===== config.mk =====
export PLATFORM = sky130hd
export DESIGN_NAME = buf_seq
export DESIGN_NICKNAME = d
export VERILOG_FILES = /design/src/rtl/buf_seq.sv
export SDC_FILE = /design/constraint.sdc
export NUM_CORES = 1
export LEC_CHECK = 0
export BUFFER_PORTS_ARGS = -buffer_cell sky130_fd_sc_hd__buf_2
export CAP_MARGIN = 25
export CORE_MARGIN = 2
export CORE_UTILIZATION = 59
export DETAILED_ROUTE_END_ITERATION = 16
export MAX_ROUTING_LAYER = met4
export PLACE_DENSITY = 0.8
export SYNTH_ARGS = -nofsm -noshare
export SYNTH_HDL_FRONTEND = slang
export SYNTH_SLANG_ARGS = --single-unit

===== constraint.sdc =====
create_clock -name clock -period 6.4 [get_ports clock]
set_input_delay 1.6 -clock clock [delete_from_list [all_inputs] [get_ports clock]]
set_output_delay 1.6 -clock clock [all_outputs]
set_load 0.05 [all_outputs]

===== src/rtl/buf_seq.sv =====
// rtl/buf_seq.sv - fill/drain sequencer for the 3D FFT transpose buffer
module buf_seq #(
  parameter int CUBIC_D = 96,
  parameter int PAIRS   = CUBIC_D / 2,
  parameter int RD_LAT  = 2
) (
  input  logic       clock,
  input  logic       reset,
  input  logic       start,
  input  logic       wr_valid,
  output logic       wr_ready,
  input  logic       rd_ready,
  output logic       mem_wr,
  output logic       mem_rd,
  output logic [6:0] row_no,
  output logic [6:0] col_no,
  output logic [6:0] dep_no,
  output logic       out_valid,
  output logic       out_last,
  output logic       busy,
  output logic       done
);

  localparam logic [6:0] ROW_T   = 7'(PAIRS - 1);
  localparam logic [6:0] CD_T    = 7'(CUBIC_D - 1);
  localparam logic [7:0] DRAIN_T = 8'(RD_LAT - 1);

  typedef enum logic [2:0] {S_IDLE, S_WRITE, S_READ, S_DRAIN, S_DONE} state_t;

  state_t            state_q, state_d;
  logic [6:0]        row_q, row_d, col_q, col_d, dep_q, dep_d;
  logic [7:0]        drain_q, drain_d;
  logic [RD_LAT-1:0] vld_q, lst_q;
  logic              last_rd;

  always_ff @(posedge clock) begin
    if (!reset) begin
      state_q <= S_IDLE;
      row_q   <= '0;
      col_q   <= '0;
      dep_q   <= '0;
      drain_q <= '0;
    end else begin
      state_q <= state_d;
      row_q   <= row_d;
      col_q   <= col_d;
      dep_q   <= dep_d;
      drain_q <= drain_d;
    end
  end

  // Tag pipeline matches the RAM read latency; it keeps shifting in every state.
  generate
    if (RD_LAT == 1) begin : g_lat1
      always_ff @(posedge clock) begin
        if (!reset) begin
          vld_q <= '0;
          lst_q <= '0;
        end else begin
          vld_q <= mem_rd;
          lst_q <= last_rd;
        end
      end
    end else begin : g_latn
      always_ff @(posedge clock) begin
        if (!reset) begin
          vld_q <= '0;
          lst_q <= '0;
        end else begin
          vld_q <= {vld_q[RD_LAT-2:0], mem_rd};
          lst_q <= {lst_q[RD_LAT-2:0], last_rd};
        end
      end
    end
  endgenerate

  always_comb begin
    state_d  = state_q;
    row_d    = row_q;
    col_d    = col_q;
    dep_d    = dep_q;
    drain_d  = drain_q;
    wr_ready = 1'b0;
    mem_wr   = 1'b0;
    mem_rd   = 1'b0;
    last_rd  = 1'b0;
    done     = 1'b0;
    unique case (state_q)
      S_IDLE: begin
        if (start) begin
          state_d = S_WRITE;
          row_d   = '0;
          col_d   = '0;
          dep_d   = '0;
        end
      end
      S_WRITE: begin
        wr_ready = 1'b1;
        mem_wr   = wr_valid;
        // Write order: col fastest, then dep, then row pair.
        if (wr_valid) begin
          if (col_q == CD_T) begin
            col_d = '0;
            if (dep_q == CD_T) begin
              dep_d = '0;
              if (row_q == ROW_T) begin
                row_d   = '0;
                state_d = S_READ;
              end else begin
                row_d = row_q + 7'd1;
              end
            end else begin
              dep_d = dep_q + 7'd1;
            end
          end else begin
            col_d = col_q + 7'd1;
          end
        end
      end
      S_READ: begin
        mem_rd = rd_ready;
        // Transposed order: row pair fastest, then col, then dep.
        if (rd_ready) begin
          if (row_q == ROW_T) begin
            row_d = '0;
            if (col_q == CD_T) begin
              col_d = '0;
              if (dep_q == CD_T) begin
                dep_d   = '0;
                last_rd = 1'b1;
                drain_d = '0;
                state_d = S_DRAIN;
              end else begin
                dep_d = dep_q + 7'd1;
              end
            end else begin
              col_d = col_q + 7'd1;
            end
          end else begin
            row_d = row_q + 7'd1;
          end
        end
      end
      S_DRAIN: begin
        if (drain_q == DRAIN_T) begin
          drain_d = '0;
          state_d = S_DONE;
        end else begin
          drain_d = drain_q + 8'd1;
        end
      end
      S_DONE: begin
        done    = 1'b1;
        state_d = S_IDLE;
      end
      default: state_d = S_IDLE;
    endcase
  end

  assign busy      = (state_q != S_IDLE);
  assign row_no    = row_q;
  assign col_no    = col_q;
  assign dep_no    = dep_q;
  assign out_valid = vld_q[RD_LAT-1];
  assign out_last  = lst_q[RD_LAT-1];

endmodule


==> key figures, run 1 <==
GRT
  • Met3 usage: under 10%
  • Gr usage total: about 26%
  • First-pass GRT wire length: slightly below 7 mm
  • GRT busiest layer: met2
  • Largest net degree at the start of global routing: 21
  • GRT overflow: 0
  • GRT met1 Usage: 34.4%
  • Vias in the first global route: roughly 1500
  • Initial antenna violation count: 0
  • GRT met2 Usage: 37.9%

Placement
  • HPWL after DPL: roughly 2.9 mm
  • Port bufs: 32
  • Global placement routability congestion: approximately 0.83

Logic synthesis
  • Seq cells post-synth: 36
  • Largest family of logic cells by synthesized area: simple AND/OR/NAND/NOR gates
  • Mapped Cells: 236
  • Mapped Nets: approximately 250
  • Most used DFF post-synth: dfxtp_1
  • Proportion of synthesized area in mux cells: 1.05%
  • Synth Warn #: 0
  • Number of enable flip-flop cells after synthesis: 0
  • Synthesized-area fraction occupied by xor and xnor cells: under 10%
  • Sequential area share after synthesis: 37.6%
  • Simple-gate share of the synthesized area: about 30%
  • Post-synthesis adder-cell area fraction: under 10%
  • Avg Cell Area, Syn: around 8 µm²
  • Post-synthesis compound-gate area fraction: between 20% and 30%
  • Synth unique cells: 46
  • Post-Synthesis Cell Area: between 1500 and 2000 µm²
  • FFs w/ async S/R, synth: 0%

CTS
  • Root Buffer: clkbuf_4
  • Clock slew at reported path FFs: about 0.12 ns
  • Setup bufs post-CTS: 0
  • Cts repair resizes: 0
  • CTS sink count: 36
  • H-tree levels: 2
  • Longest Clk Path Bufs: 2
  • CTS buffer count: 5
  • CTS tree: built
  • Cts hold-fix bufs: 0
  • Clock latency on the worst-skew pair: about 0.36 ns

Final layout
  • Final Util: a little over two thirds
  • Fill cells: approximately 270
  • Area grow syn2layout: 12.9%
  • Net count, final: approximately 280
  • Antenna Cells: 0
  • Share of layout cells above drive strength 1: 19.0%

Die
  • Die area: approximately 3700 µm²
  • Row count: 20
  • # IOs: 33
  • Die H: a little over 60 µm
  • DIE WIDTH: about 60 µm
  • Initial Utilization: between 60% and 70%
  • Core area: between 3000 and 4000 µm²

Status
  • Run status: finished clean

STA
  • Final Setup Violations: 0
  • Setup TNS: 0 ns
  • Slew Viols, Final: 0
  • Fin. Hold Viols: 0
  • Final period utilization: about three fifths
  • Fmax: 264 MHz
  • Slew headroom: a little over 40%
  • Final Skew: between 0.01 and 0.015 ns
  • WHS: 0.453 ns
  • RSZ-0062 raised after global routing: no
  • Min cycle time layout: approximately 3.8 ns
  • Worst slew pin tran: around 0.9 ns

Critical path
  • Startpoint class of the critical path: primary input
  • Worst Path Class, Setup: in -> out
  • Worst path arrival time: roughly 2.2 ns
  • Worst Path Required: roughly 4.8 ns
  • Crit-path max FO: 3
  • Setup crit end kind: output pin

Drt
  • Final WL: ~4.1 mm
  • DR DRC count: 0
  • Routed len/inst: approximately 13 µm
  • Vias: between 1500 and 2000
  • DRT iter0 DRCs: 106
  • DRT Pass-1 Iters: 4
  • DRT antenna net count: 0
  • Via-per-instance ratio: 5.84

Power and ir drop
  • Leak: a little under 0.9 nW
  • Power per Cell Area: 192 nW/µm²
  • IR drop worst, VDD: between 0.15 and 0.2 mV

Run
  • Max Cap Viol: 0

Hold path
  • Hold Crit Class: reg -> reg
-- synth_stat cells, drive strengths merged (2+ instances only) --
cell	count	area (µm²)
a21oi	18	101
or2	5	31.3
nor3b	3	22.5
or4b	3	33.8
a21o	4	30.0
nand2	22	82.6
a211oi	3	22.5
and2	4	25.0
a32o	2	20.0
o21ai	13	65.1
or3	6	37.5
or3b	2	17.5
nand4b	2	17.5
nor4	5	37.5
ha	5	62.6
dfxtp	36	721
nor2	26	97.6
nor4b	2	17.5
o41ai	2	17.5
nand2b	2	12.5
clkbuf	8	30.0
a31oi	10	62.6
nand3	12	60.1
nor3	6	30.0
o21a	3	22.5
o32ai	2	17.5
mux2i	2	20.0
inv	6	22.5
and3	5	31.3
xnor2	5	43.8
-- cell type report --
class / count / area, µm² / share of cell area (%)
clock buffers: 6 / 51.3 / 2.37
clock inverters: 2 / 10.0 / 0.463
inverters: 6 / 22.5 / 1.04
multi-input cells: 185 / 1140 / 52.6
flip-flops and latches: 36 / 721 / 33.3
well taps: 44 / 55.1 / 2.54
repair buffers: 33 / 165 / 7.63
-- cells by family (layout without fill, tap and decap cells) --
family	after synthesis	after routing
buffers and inverters	15	47
muxes	2	2
xor gates and xnor gates	5	5
adders and majority gates	5	5
and+or+nand+nor	109	109
AOI/OAI and AO/OA	64	64
DFF	36	36
-- registers in the layout, indices dropped and copies added (netlist names) --
signal,flops
drain_q,8
row_no,7
state_q,3
col_no,7
lst_q,2
vld_q,2
dep_no,7
-- worst max-delay path: stages --
cell and delay (ns):
buf_2 0.09, nand2_1 0.08, nor3_1 0.14, buf_2 0.28
-- final timing paths --
path	start	to	slack, ns	cells after the start
max reg2reg	dep_no[0]	drain_q[3]	3.73	6
min reg2reg	vld_q[0]	vld_q[1]	0.45	1
min	vld_q[0]	vld_q[1]	0.45	1
max	rd_ready	mem_rd	2.61	4
-- layout by cell type (no fill, tap or decap), types with 2 or more instances in the layout --
master and n:
nand2b_1 2, nor3_1 6, nor4b_1 2, nor4_1 4, a21o_1 4, o41ai_1 2
or2_2 5, nor2_1 26, buf_2 33, nand4b_1 2, clkinv_2 2, and3_1 5
a211oi_1 3, clkbuf_4 5, nor3b_1 3, ha_1 5, o32ai_1 2, a31oi_1 10
inv_1 6, o21a_1 3, a32o_1 2, or4b_1 2, dfxtp_1 36, xnor2_1 5
or3_1 6, and2_1 4, nand2_1 22, o21ai_0 13, nand3_1 12, a21oi_1 17
mux2i_1 2
-- per-stage QoR --
| step | cell area [µm²] | instances | worst slack, ns | total power, mW |
|---|---|---|---|---|
| global placement | 2100 | 303 | 2.63 | 0.289 |
| global route | 2160 | 312 | 2.57 | 0.434 |
| finish | 2160 | 312 | 2.61 | 0.416 |
| detailed placement | 2100 | 304 | 2.60 | 0.289 |
| CTS | 2160 | 312 | 2.60 | 0.418 |
| floorplan | 1920 | 236 | 2.07 | 0.278 |
-- per-layer routing --
metal  wire length (µm)  vias to the layer above
li1                   -                      935
met5                  0                        -
met2               1860                       42
met4                 58                        0
met1               2010                      838
met3                208                        6
-- power breakdown --
group	switching, mW	leakage, nW	internal, mW
clock network	0.0791	0.0380	0.0523
logic	0.0383	0.538	0.0158
registers	0.00434	0.291	0.226
No activity file was read; power rests on OpenSTA's default activity.
==> run 2, diff against run 1 <==
--- a/config.mk
+++ b/config.mk
@@ -8,10 +8,10 @@
 export BUFFER_PORTS_ARGS = -buffer_cell sky130_fd_sc_hd__buf_2
 export CAP_MARGIN = 25
 export CORE_MARGIN = 2
-export CORE_UTILIZATION = 59
+export CORE_UTILIZATION = 55
 export DETAILED_ROUTE_END_ITERATION = 16
 export MAX_ROUTING_LAYER = met4
-export PLACE_DENSITY = 0.8
+export PLACE_DENSITY = 0.75
 export SYNTH_ARGS = -nofsm -noshare
 export SYNTH_HDL_FRONTEND = slang
 export SYNTH_SLANG_ARGS = --single-unit
==> constraint.sdc (replaced) <==
create_clock -name clock -period 3.86 [get_ports clock]
set_input_delay 0.965 -clock clock [delete_from_list [all_inputs] [get_ports clock]]
set_output_delay 0.965 -clock clock [all_outputs]
set_load 0.05 [all_outputs]
==> run 2 against run 1 <==
Sequential power increased by 65%. Critical path type is now reg -> out. Register-to-register slack got worse by 2.4 ns. Clock power increased by 60%. Clock skew decreased by 0.0017 ns. Non-clock buffer count increased by 1. Global-route usage decreased by 2.6 points. Design area increased by 0.46%. Setup slack got worse by 1.6 ns. Combinational power increased by 67%.
==> key figures, run 2 (synthesis results as in run 1) <==
Hold path
  • Hold Crit Class: reg -> reg
  • Worst Hold Depth: 1 (unchanged)
  • Worst hold endpoint: vld_q[1]
  • Hold Startpoint: vld_q[0]

Final layout
  • Largest register by flop count: drain_q
  • Final instance area: 2170 µm² (+0.46%)
  • Register Area: 721 µm² (unchanged)
  • Area grow syn2layout: 13.5%
  • Max FFs per register: 8 (unchanged)
  • Share of layout cells above drive strength 1: 18.6% (-0.44 points)
  • Antenna Cells: 0 (unchanged)
  • Commonest non-fill, non-tap cell in the layout: dfxtp_1
  • Net count, final: 278 (+0.36%)
  • Commonest non-fill, non-tap cells in the layout: 36 x dfxtp_1, 32 x buf_2, 26 x nor2_1, 22 x nand2_1, 17 x a21oi_1
  • Fill cells: 287 (+6.7%)
  • Area of the multi-input gates: 1140 µm² (unchanged)

STA
  • Final Setup Violations: 0 (unchanged)
  • RSZ-0062 raised after global routing: no
  • Worst slew pin tran: 0.918 ns (+0.0384 ns)
  • Fmax: between 300 and 400 MHz
  • Slew headroom: 38.6% (-2.6 points)
  • Fin. Hold Viols: 0 (unchanged)
  • Setup TNS: 0 ns (unchanged)
  • Slew Viols, Final: 0 (unchanged)
  • Min cycle time layout: 2.82 ns
  • Final period utilization: between 70% and 80%
  • Final Skew: 0.0109 ns (-0.00167 ns)

Die
  • Die area: 3970 µm² (+6.8%)
  • Row count: 21 (+5.0%)
  • Die H: 63.0 µm (+3.3%)
  • Core area: 3340 µm² (+8.4%)
  • # IOs: 33 (unchanged)
  • DIE WIDTH: 63.0 µm (+3.3%)
  • Initial Utilization: 57.4% (-4.8 points)

Drt
  • DRT iter0 DRCs: 131 (+24%)
  • DRT Pass-1 Iters: 4 (unchanged)
  • Routed len/inst: 13.3 µm (+0.27%)
  • Vias: 1861 (+2.2%)
  • DRT antenna net count: 0 (unchanged)
  • Final WL: 4.19 mm (+1.2%)
  • DR DRC count: 0 (unchanged)
  • Via-per-instance ratio: 5.91 (+1.2%)

Power and ir drop
  • IR drop worst, VDD: 0.178 mV (+0.51%)
  • Leak: 0.868 nW (+0.22%)
  • Total power: 0.683 mW (+64%)
  • Power per Cell Area: 314 nW/µm² (+63%)

Critical path
  • Crit-path max FO: 14 (+11)
  • Setup crit end kind: output pin
  • Worst Path Class, Setup: reg -> out
  • Worst path arrival time: 1.85 ns (-0.34 ns)
  • Startpoint class of the critical path: flop
  • Worst Path Required: 2.89 ns (-1.91 ns)
  • Reg2Reg Setup Slack: 1.38 ns (-2.35 ns)
  • CP Cell Sequence: or3b_2 > nor2_1 > buf_2
  • Worst reg2reg path depth: 6 (unchanged)
  • Worst r2r src: row_no[0]
  • Crit-path slowest cell: dfxtp_1
  • Slowest stage delay, CP: 0.62 ns (+0.34 ns)
  • FF-to-FF End: drain_q[6]

CTS
  • Cts repair resizes: 0 (unchanged)
  • Clock slew at reported path FFs: 0.09 ns (-0.03 ns)
  • Cts hold-fix bufs: 0 (unchanged)
  • Longest Clk Path Bufs: 2 (unchanged)
  • Setup bufs post-CTS: 0 (unchanged)
  • Clock latency on the worst-skew pair: 0.34 ns (-0.02 ns)
  • CTS tree: built
  • CTS sink count: 36 (unchanged)
  • H-tree levels: 2 (unchanged)
  • CTS buffer count: 5 (unchanged)
  • Root Buffer: clkbuf_4

Run
  • Max Cap Viol: 0 (unchanged)

GRT
  • Gr usage total: 22.9% (-2.6 points)
  • GRT busiest layer: met2
  • GRT met2 Usage: 36.3% (-1.6 points)
  • Met3 usage: 6.31% (+1.8 points)
  • First-pass GRT wire length: 7.22 mm (+5.2%)
  • Largest net degree at the start of global routing: 21 (unchanged)
  • Vias in the first global route: 1644 (+7.2%)
  • Initial antenna violation count: 0 (unchanged)
  • GRT met1 Usage: 27.7% (-6.7 points)
  • GRT overflow: 0 (unchanged)

Placement
  • DP Area: 2110 µm² (+0.60%)
  • Global placement routability congestion: 0.879 (+5.7%)
  • Port bufs: 32 (unchanged)
  • HPWL after DPL: 2.92 mm (+2.5%)

Status
  • Run status: finished clean
run 2: worst max path at each step:
| stage | start | end | slack (ns) | cells past startpoint |
|---|---|---|---|---|
| 2_1_floorplan | rd_ready | mem_rd | 0.80 | 2 |
| 3_3_place_gp | rd_ready | mem_rd | 1.35 | 4 |
| 3_5_place_dp | rd_ready | mem_rd | 1.33 | 4 |
| 4_1_cts | state_q[0] | mem_wr | 1.03 | 3 |
| 5_1_grt | state_q[0] | mem_wr | 0.90 | 3 |
| 6_report | state_q[0] | mem_wr | 1.04 | 3 |
run 2: through the flow:
| stage | instances | setup WS, ns | util, % | hold WS [ns] |
|---|---|---|---|---|
| after floorplan | 236 | 0.802 | - | 0.412 |
| after global placement | 307 | 1.35 | 63.4 | 0.413 |
| after detailed placement | 307 | 1.33 | 63.4 | 0.430 |
| after CTS | 315 | 1.03 | 65.1 | 0.455 |
| after global routing | 315 | 0.896 | 65.1 | 0.461 |
| final | 315 | 1.04 | 65.1 | 0.447 |
run 2: power breakdown:
group / internal (mW) / switching (mW)
Sequential: 0.375 / 0.00735
Clock: 0.0899 / 0.120
Combinational: 0.0262 / 0.0644
run 2: layout make-up:
| cell class | count | share of cell area, % |
|---|---|---|
| clock buffer | 8 | 2.71 |
| inverter | 6 | 1.04 |
| multi-input combinational | 185 | 52.4 |
| sequential | 36 | 33.2 |
| tap | 46 | 2.65 |
| timing repair buffer | 34 | 8.06 |
run 2: worst max-delay path, delay by kind of cell, from the launching register on:
| family | cells | cell delay, ns |
|---|---|---|
| buffers and inverters | 1 | 0.26 |
| flip-flops | 1 | 0.62 |
| AND/OR/NAND/NOR | 2 | 0.64 |
run 2: metal layers:
layer | routed length [µm] | up-vias
met4 | 73 | 0
met3 | 224 | 10
met5 | 0 | -
li1 | - | 937
met2 | 1960 | 54
met1 | 1930 | 860
